$ cat src/rtl/iso7816_3_t0_tpdu_monitor.sv
// iso7816_3_t0_tpdu_monitor
// Passive T=0 TPDU tracker: follows header, procedure bytes, data and status
// word on the received byte stream, predicts the next transmitter, captures
// header/status word, counts TPDUs, enforces an inter-byte timeout and flags
// protocol violations.
// Optional build macro: T0_MONITOR_STRICT_SW_EN restricts SW1 to 0x61-0x6F and
// 0x90-0x9F, and rejects SW1=0x6C with SW2=0x00.
//
// state    | meaning
// IDLE     | monitor disabled (ATR not done or T=0 not selected)
// HEADER   | collecting CLA INS P1 P2 P3 from the terminal
// PROC     | waiting for a procedure byte from the card
// DATA_ALL | transferring all remaining data bytes
// DATA_ONE | transferring a single data byte
// SW2      | SW1 seen, waiting for SW2
// ERROR    | protocol violation, bytes ignored until resync or timeout
module iso7816_3_t0_tpdu_monitor #(
   parameter int DATA_CNT_WIDTH = 9,
   parameter int WAIT_CNT_WIDTH = 24,
   parameter int TPDU_CNT_WIDTH = 16
) (
   input  logic                      clk,
   input  logic                      reset,
   input  logic                      enable,
   input  logic [7:0]                rxByte,
   input  logic                      rxByteValid,
   input  logic                      insIsWrite,
   input  logic [WAIT_CNT_WIDTH-1:0] waitTimeCycles,
   input  logic                      resync,
   output logic [2:0]                state,
   output logic                      waitCardTx,
   output logic                      waitTermTx,
   output logic [39:0]               tpduHeader,
   output logic [15:0]               statusWord,
   output logic [DATA_CNT_WIDTH-1:0] dataRemaining,
   output logic                      tpduDone,
   output logic [TPDU_CNT_WIDTH-1:0] tpduCnt,
   output logic                      protocolError,
   output logic                      timeoutError
);

   typedef enum logic [2:0] {
      S_IDLE     = 3'd0,
      S_HEADER   = 3'd1,
      S_PROC     = 3'd2,
      S_DATA_ALL = 3'd3,
      S_DATA_ONE = 3'd4,
      S_SW2      = 3'd5,
      S_ERROR    = 3'd6
   } state_t;

   state_t                    state_q, state_d;
   logic [39:0]               hdr_q, hdr_d;
   logic [2:0]                idx_q, idx_d;
   logic                      write_q, write_d;
   logic [7:0]                sw1_q, sw1_d;
   logic [15:0]               sw_q, sw_d;
   logic [DATA_CNT_WIDTH-1:0] rem_q, rem_d;
   logic                      done_q, done_d;
   logic [TPDU_CNT_WIDTH-1:0] cnt_q, cnt_d;
   logic                      perr_q, perr_d;
   logic                      tout_q, tout_d;
   logic [WAIT_CNT_WIDTH-1:0] tmr_q, tmr_d;

   logic [7:0] ins;
   logic       sw1_cand;
   logic       tmr_run;
   logic       tmo;

   assign ins = hdr_q[31:24];

`ifdef T0_MONITOR_STRICT_SW_EN
   assign sw1_cand = ((rxByte[7:4] == 4'h6) && (rxByte[3:0] != 4'h0)) ||
                     (rxByte[7:4] == 4'h9);
`else
   assign sw1_cand = 1'b1;
`endif

   // The header phase only times out once the terminal has started a header.
   assign tmr_run = (state_q == S_PROC) || (state_q == S_DATA_ALL) ||
                    (state_q == S_DATA_ONE) || (state_q == S_SW2) ||
                    (state_q == S_ERROR) ||
                    ((state_q == S_HEADER) && (idx_q != 3'd0));
   assign tmo = tmr_run && (waitTimeCycles != '0) && (tmr_q == waitTimeCycles);

   // State and datapath registers.
   always_ff @(posedge clk or posedge reset) begin
      if (reset) begin
         state_q <= S_IDLE;
         hdr_q   <= '0;
         idx_q   <= '0;
         write_q <= 1'b0;
         sw1_q   <= '0;
         sw_q    <= '0;
         rem_q   <= '0;
         done_q  <= 1'b0;
         cnt_q   <= '0;
         perr_q  <= 1'b0;
         tout_q  <= 1'b0;
         tmr_q   <= '0;
      end else begin
         state_q <= state_d;
         hdr_q   <= hdr_d;
         idx_q   <= idx_d;
         write_q <= write_d;
         sw1_q   <= sw1_d;
         sw_q    <= sw_d;
         rem_q   <= rem_d;
         done_q  <= done_d;
         cnt_q   <= cnt_d;
         perr_q  <= perr_d;
         tout_q  <= tout_d;
         tmr_q   <= tmr_d;
      end
   end

   // Next state and datapath; priority enable, resync, strobe, timeout.
   always_comb begin
      state_d = state_q;
      hdr_d   = hdr_q;
      idx_d   = idx_q;
      write_d = write_q;
      sw1_d   = sw1_q;
      sw_d    = sw_q;
      rem_d   = rem_q;
      done_d  = 1'b0;
      cnt_d   = cnt_q;
      perr_d  = perr_q;
      tout_d  = 1'b0;
      if (!enable) begin
         state_d = S_IDLE;
         idx_d   = '0;
         rem_d   = '0;
      end else if (state_q == S_IDLE) begin
         state_d = S_HEADER;
      end else if (resync) begin
         state_d = S_HEADER;
         idx_d   = '0;
         rem_d   = '0;
         perr_d  = 1'b0;
      end else if (rxByteValid) begin
         case (state_q)
            S_HEADER: begin
               hdr_d = {hdr_q[31:0], rxByte};
               if (idx_q == 3'd1) write_d = insIsWrite;
               if (idx_q == 3'd4) begin
                  // P3=0 means 256 bytes for outgoing data, none for incoming.
                  if (rxByte == 8'h00)
                     rem_d = write_q ? '0 : DATA_CNT_WIDTH'(256);
                  else
                     rem_d = DATA_CNT_WIDTH'(rxByte);
                  idx_d   = '0;
                  state_d = S_PROC;
               end else begin
                  idx_d = idx_q + 3'd1;
               end
            end
            S_PROC: begin
               if (rxByte == 8'h60) begin
                  state_d = S_PROC;
               end else if (rxByte == ins) begin
                  state_d = (rem_q != '0) ? S_DATA_ALL : S_ERROR;
               end else if (rxByte == ~ins) begin
                  state_d = (rem_q != '0) ? S_DATA_ONE : S_ERROR;
               end else if (sw1_cand) begin
                  sw1_d   = rxByte;
                  state_d = S_SW2;
               end else begin
                  state_d = S_ERROR;
               end
               if (state_d == S_ERROR) perr_d = 1'b1;
            end
            S_DATA_ALL: begin
               rem_d = rem_q - DATA_CNT_WIDTH'(1);
               if (rem_q == DATA_CNT_WIDTH'(1)) state_d = S_PROC;
            end
            S_DATA_ONE: begin
               rem_d   = rem_q - DATA_CNT_WIDTH'(1);
               state_d = S_PROC;
            end
            S_SW2: begin
`ifdef T0_MONITOR_STRICT_SW_EN
               if ((sw1_q == 8'h6C) && (rxByte == 8'h00)) begin
                  state_d = S_ERROR;
                  perr_d  = 1'b1;
               end else
`endif
               begin
                  sw_d    = {sw1_q, rxByte};
                  done_d  = 1'b1;
                  cnt_d   = cnt_q + TPDU_CNT_WIDTH'(1);
                  state_d = S_HEADER;
               end
            end
            default: ;
         endcase
      end else if (tmo) begin
         tout_d  = 1'b1;
         state_d = S_HEADER;
         idx_d   = '0;
      end
   end

   // Inter-byte timer: restarts on any byte, state change or expiry.
   always_comb begin
      tmr_d = '0;
      if (enable && !resync && !rxByteValid && !tmo &&
          (state_d == state_q) && tmr_run)
         tmr_d = tmr_q + WAIT_CNT_WIDTH'(1);
   end

   // Outputs: expected transmitter decoded from the current state.
   always_comb begin
      waitCardTx = 1'b0;
      waitTermTx = 1'b0;
      case (state_q)
         S_HEADER:               waitTermTx = 1'b1;
         S_PROC, S_SW2:          waitCardTx = 1'b1;
         S_DATA_ALL, S_DATA_ONE: begin
            waitTermTx = write_q;
            waitCardTx = !write_q;
         end
         default: ;
      endcase
   end

   assign state         = state_q;
   assign tpduHeader    = hdr_q;
   assign statusWord    = sw_q;
   assign dataRemaining = rem_q;
   assign tpduDone      = done_q;
   assign tpduCnt       = cnt_q;
   assign protocolError = perr_q;
   assign timeoutError  = tout_q;

endmodule

$ cat config.mk
export PLATFORM = sky130hd
export DESIGN_NAME = iso7816_3_t0_tpdu_monitor
export DESIGN_NICKNAME = d
export VERILOG_FILES = /design/src/rtl/iso7816_3_t0_tpdu_monitor.sv
export SDC_FILE = /design/constraint.sdc
export NUM_CORES = 1
export LEC_CHECK = 0
export BUFFER_PORTS_ARGS = -buffer_cell sky130_fd_sc_hd__buf_2
export CAP_MARGIN = 20
export CORE_UTILIZATION = 57
export CTS_BUF_LIST = sky130_fd_sc_hd__clkbuf_8
export CTS_CLUSTER_DIAMETER = 100
export DETAILED_ROUTE_END_ITERATION = 12
export PLACE_DENSITY = 0.94
export RECOVER_POWER = 100
export SETUP_SLACK_MARGIN = 0.3
export SYNTH_ARGS = -nofsm -noshare
export SYNTH_HDL_FRONTEND = slang
export SYNTH_SLANG_ARGS = --single-unit
$ cat constraint.sdc
create_clock -name clk -period 4.8 [get_ports clk]
set_input_delay 0.96 -clock clk [delete_from_list [all_inputs] [get_ports clk]]
set_output_delay 0.96 -clock clk [all_outputs]
set_load 0.02 [all_outputs]
==> impl_metrics.csv <==
group,metric,value,unit
floorplanning,io_pins,127,
drt,vias,5110,
synth,ys_warn_count,0,
sta,skew,0.0136,ns
synth,yosysTopAreaCell,"dfrtp_1",
drt,remaining_drc_errors,0,
sta,min_period,3.48,ns
power_and_ir_drop,leakage,3.30,nW
synth,postSynthCellCount,615,
sta,slew_viol_final,52,
layout,nFillCells,837,
sta,hold_viol,0,
drt,postRouteAntennaNets,0,
setup_path,cp-start-kind,"primary input",
sta,fin_crit_sh,72.4,%
status,violations,"max-capacitance violations, max-slew violations",
setup_path,worst_path_largest_cell_delay,0.88,ns
power_and_ir_drop,power_frac_clock,36.1,%
synth,synth_edf_count,0,
synth,synth_fp_nets,661,
sta,worstMarginPinSlew,2.22,ns
sta,max_freq,288,MHz
synth,synth-main-ff-cell,"dfrtp_1",
setup_path,slowest_stage,"clkbuf_1",
clock_network,post_cts_resized,0,
floorplanning,die_area,11000,sq um
global_route,track_usage,28.7,%
clock_network,cts_hold_buf,0,
setup_path,worstSetupEndpointType,"register",
power_and_ir_drop,switching_share,30.6,%
setup_path,r2r_start,"state[2]$_DFF_PP0_",
hold_path,hold_class,"reg -> reg",
synth,ys_types,55,
synth,syn_area,6030,sq um
placed_design,numPortBuffers,126,
floorplanning,die-width,105,um
setup_path,worstPathRequired,5.17,ns
synth,avgSynthCellArea,9.80,sq um
power_and_ir_drop,p_int,1.71,mW
sta,setup_slack,1.32,ns
synth,synthArstFlopShare,100,%
clock_network,cts.sink_count,123,
layout,fin_cells,893,
hold_path,hold_path_depth,2,
setup_path,rrSetupSlack,1.81,ns
clock_network,post_cts_buffers,0,
clock_network,worstSkewPairLatency,0.43,ns
global_route,antenna_found_initial,0,
floorplanning,die_height,105,um
run,max_cap_violations,1,
clock_network,cts_buffers,17,
synth,synth.top_cell.area_share,51.0,%
layout,fin_nets,790,
placed_design,gp_congestion,0.897,
setup_path,r2r-end,"tpduCnt[14]$_DFFE_PP0P_",
layout,n_antenna_cell,0,
hold_path,worst_hold_startpoint,"tpduHeader[32]$_DFFE_PP0P_",
global_route,grt_max_degree,52,
setup_path,cp_cell_sequence,"clkbuf_1 > or2b_2 > nor2_1 > nand3_1 > buf_4 > inv_1 > clkbuf_1 > nand2_1 > nand2_1",
clock_network,clockRootBuffer,"clkbuf_8",
hold_path,holdPathEnd,"tpduHeader[32]$_DFFE_PP0P_",
layout,drive_gt1_share,12.2,%
power_and_ir_drop,ir_worst_vdd,0.280,mV
layout,area_growth,15.7,%
setup_path,r2r_cells,6,
floorplanning,num_rows,37,
power_and_ir_drop,p_per_area,353,nW/um^2
floorplanning,coreArea,10300,sq um
status,status,"finished with violations",
synth,yosys-top-cells-area,"dfrtp_1 51%, nand2_1 9.1%, xnor2_1 5.7%",
global_route,gr-total-overflow,0,
drt,routedWlPerCell,16.6,um
global_route,grt_pass1_wl,24600,um
drt,wirelength,14800,um
clock_network,cts_buffer_depth,2,
synth,ys_seq_area_share,51.0,%
global_route,grt_pass1_vias,5074,
power_and_ir_drop,switching_power,0.752,mW
setup_path,cp.arrival,3.84,ns
setup_path,worstSetupPathType,"in -> reg",
clock_network,clk_pin_slew_worst_paths,0.07,ns
drt,vias_per_cell,5.72,
power_and_ir_drop,p_comb_share,15.1,%
power_and_ir_drop,p_seq_share,48.8,%
placed_design,placedCellCount,860,
floorplanning,start_util,58.7,%
placed_design,pre_cts_slack,1.40,ns
setup_path,crit_fanout,44,
sta,relSlewSlack,-48.9,%
clock_network,htreeDepth,4,
clock_network,cts_tree,"done",
sta,rsz0062_at_grt,"no",
drt,dr.pass1.iters,5,
synth,ys_seq_elements,123,
sta,fin_setup_tns,0,ns
sta,setup_viol,0,
placed_design,dp_hpwl,10600,um
drt,drt_iter0_markers,386,
[layer usage]
layer | vias to the layer above | part of all wire [%] | GRT usage (%)
li1 | 2331 | - | -
met1 | 2475 | 41 | 35.8
met2 | 236 | 49 | 46.4
met3 | 68 | 6.0 | 6.99
met4 | 0 | 4.3 | 15.3
met5 | - | 0 | 0
[state kept, by name (all words and copies together), names as in the netlist]
signal	cells
tpduCnt	16
protocolError	1
dataRemaining	9
timeoutError	1
idx_q	3
tpduDone	1
statusWord	16
sw1_q	8
tmr_q	24
state	3
write_q	1
tpduHeader	40
[placed cells by master (no fill, tap or decap), types with 4 or more instances in the layout]
cell type,count
nand4_1,12
nand2b_1,5
nand2_1,146
and3_1,6
a21oi_1,13
dfrtp_1,123
o21ai_0,21
clkbuf_1,94
xnor2_1,39
and2_1,6
clkbuf_8,19
buf_2,34
or4_1,4
inv_1,19
mux2_2,16
ha_1,8
nor2_1,54
o31ai_1,4
and4_1,4
nand3_1,17
clkinv_2,4
mux2_1,9
nor4_1,14
xor2_1,31
nor3_1,6
[worst max-delay path by stage]
stage / cells past startpoint / start / endpoint
final: 9 / rxByteValid / tpduHeader[35]$_DFFE_PP0P_
after global routing: 9 / rxByteValid / tpduHeader[34]$_DFFE_PP0P_
after CTS: 8 / rxByteValid / tpduHeader[35]$_DFFE_PP0P_
after detailed placement: 8 / rxByteValid / tpduHeader[35]$_DFFE_PP0P_
after global placement: 7 / rxByteValid / idx_q[1]$_DFFE_PP0P_
after floorplan: 1 / reset / dataRemaining[0]$_DFFE_PP0P_
[worst max-delay path, delay by kind of cell]
kind	cells	cell delay, ns
buffers and inverters	4	1.84
and+or+nand+nor	5	1.03
[cell type report]
| class | instances | area (sq um) | share of cell area [%] |
|---|---|---|---|
| flip-flops and latches | 123 | 3080 | 44.1 |
| clock inverters | 13 | 128 | 1.83 |
| repair buffers | 131 | 546 | 7.82 |
| inverters | 18 | 68.8 | 0.987 |
| multi-input cells | 453 | 2720 | 39.0 |
| well taps | 136 | 170 | 2.44 |
| clock buffers | 19 | 262 | 3.75 |
[synth_stat cells (7+ instances only)]
cell type,count
inv_1,18
dfrtp_1,123
a21oi_1,13
ha_1,8
nand2_1,146
mux2_4,8
and2_1,7
nor4_1,14
o21ai_0,21
clkbuf_1,9
nor2_1,54
xnor2_1,39
buf_2,8
nand4_1,12
nand3_1,17
mux2_2,18
xor2_1,31
[through the flow]
| step | utilization, % | power (mW) | cell area, sq um | hold slack [ns] |
|---|---|---|---|---|
| after floorplan | - | 1.44 | 6030 | 0.462 |
| after global placement | 65.7 | 1.59 | 6750 | 0.457 |
| after detailed placement | 65.7 | 1.61 | 6750 | 0.458 |
| after CTS | 69.5 | 2.50 | 7140 | 0.476 |
| after global routing | 67.9 | 2.57 | 6980 | 0.511 |
| final | 67.9 | 2.46 | 6980 | 0.478 |
[power groups by stage]
| stage | clock, mW | sequential (mW) | combinational, mW |
|---|---|---|---|
| 6_report | 0.889 | 1.20 | 0.371 |
| 3_5_place_dp | 0 | 1.22 | 0.394 |
| 5_1_grt | 0.951 | 1.21 | 0.407 |
| 3_3_place_gp | 0 | 1.21 | 0.378 |
| 2_1_floorplan | 0 | 1.29 | 0.148 |
| 4_1_cts | 0.901 | 1.20 | 0.396 |
[cell families after synthesis]
kind of cell             synth area share [%]
AO/OA/AOI/OAI                            5.81
buffers and inverters                    2.97
flip-flops                               51.0
multiplexers                             5.52
AND/OR/NAND/NOR                          22.8
XOR/XNOR                                 10.2
adder cells (fa/ha/maj)                  1.66
(Power assumes the default switching activity.)
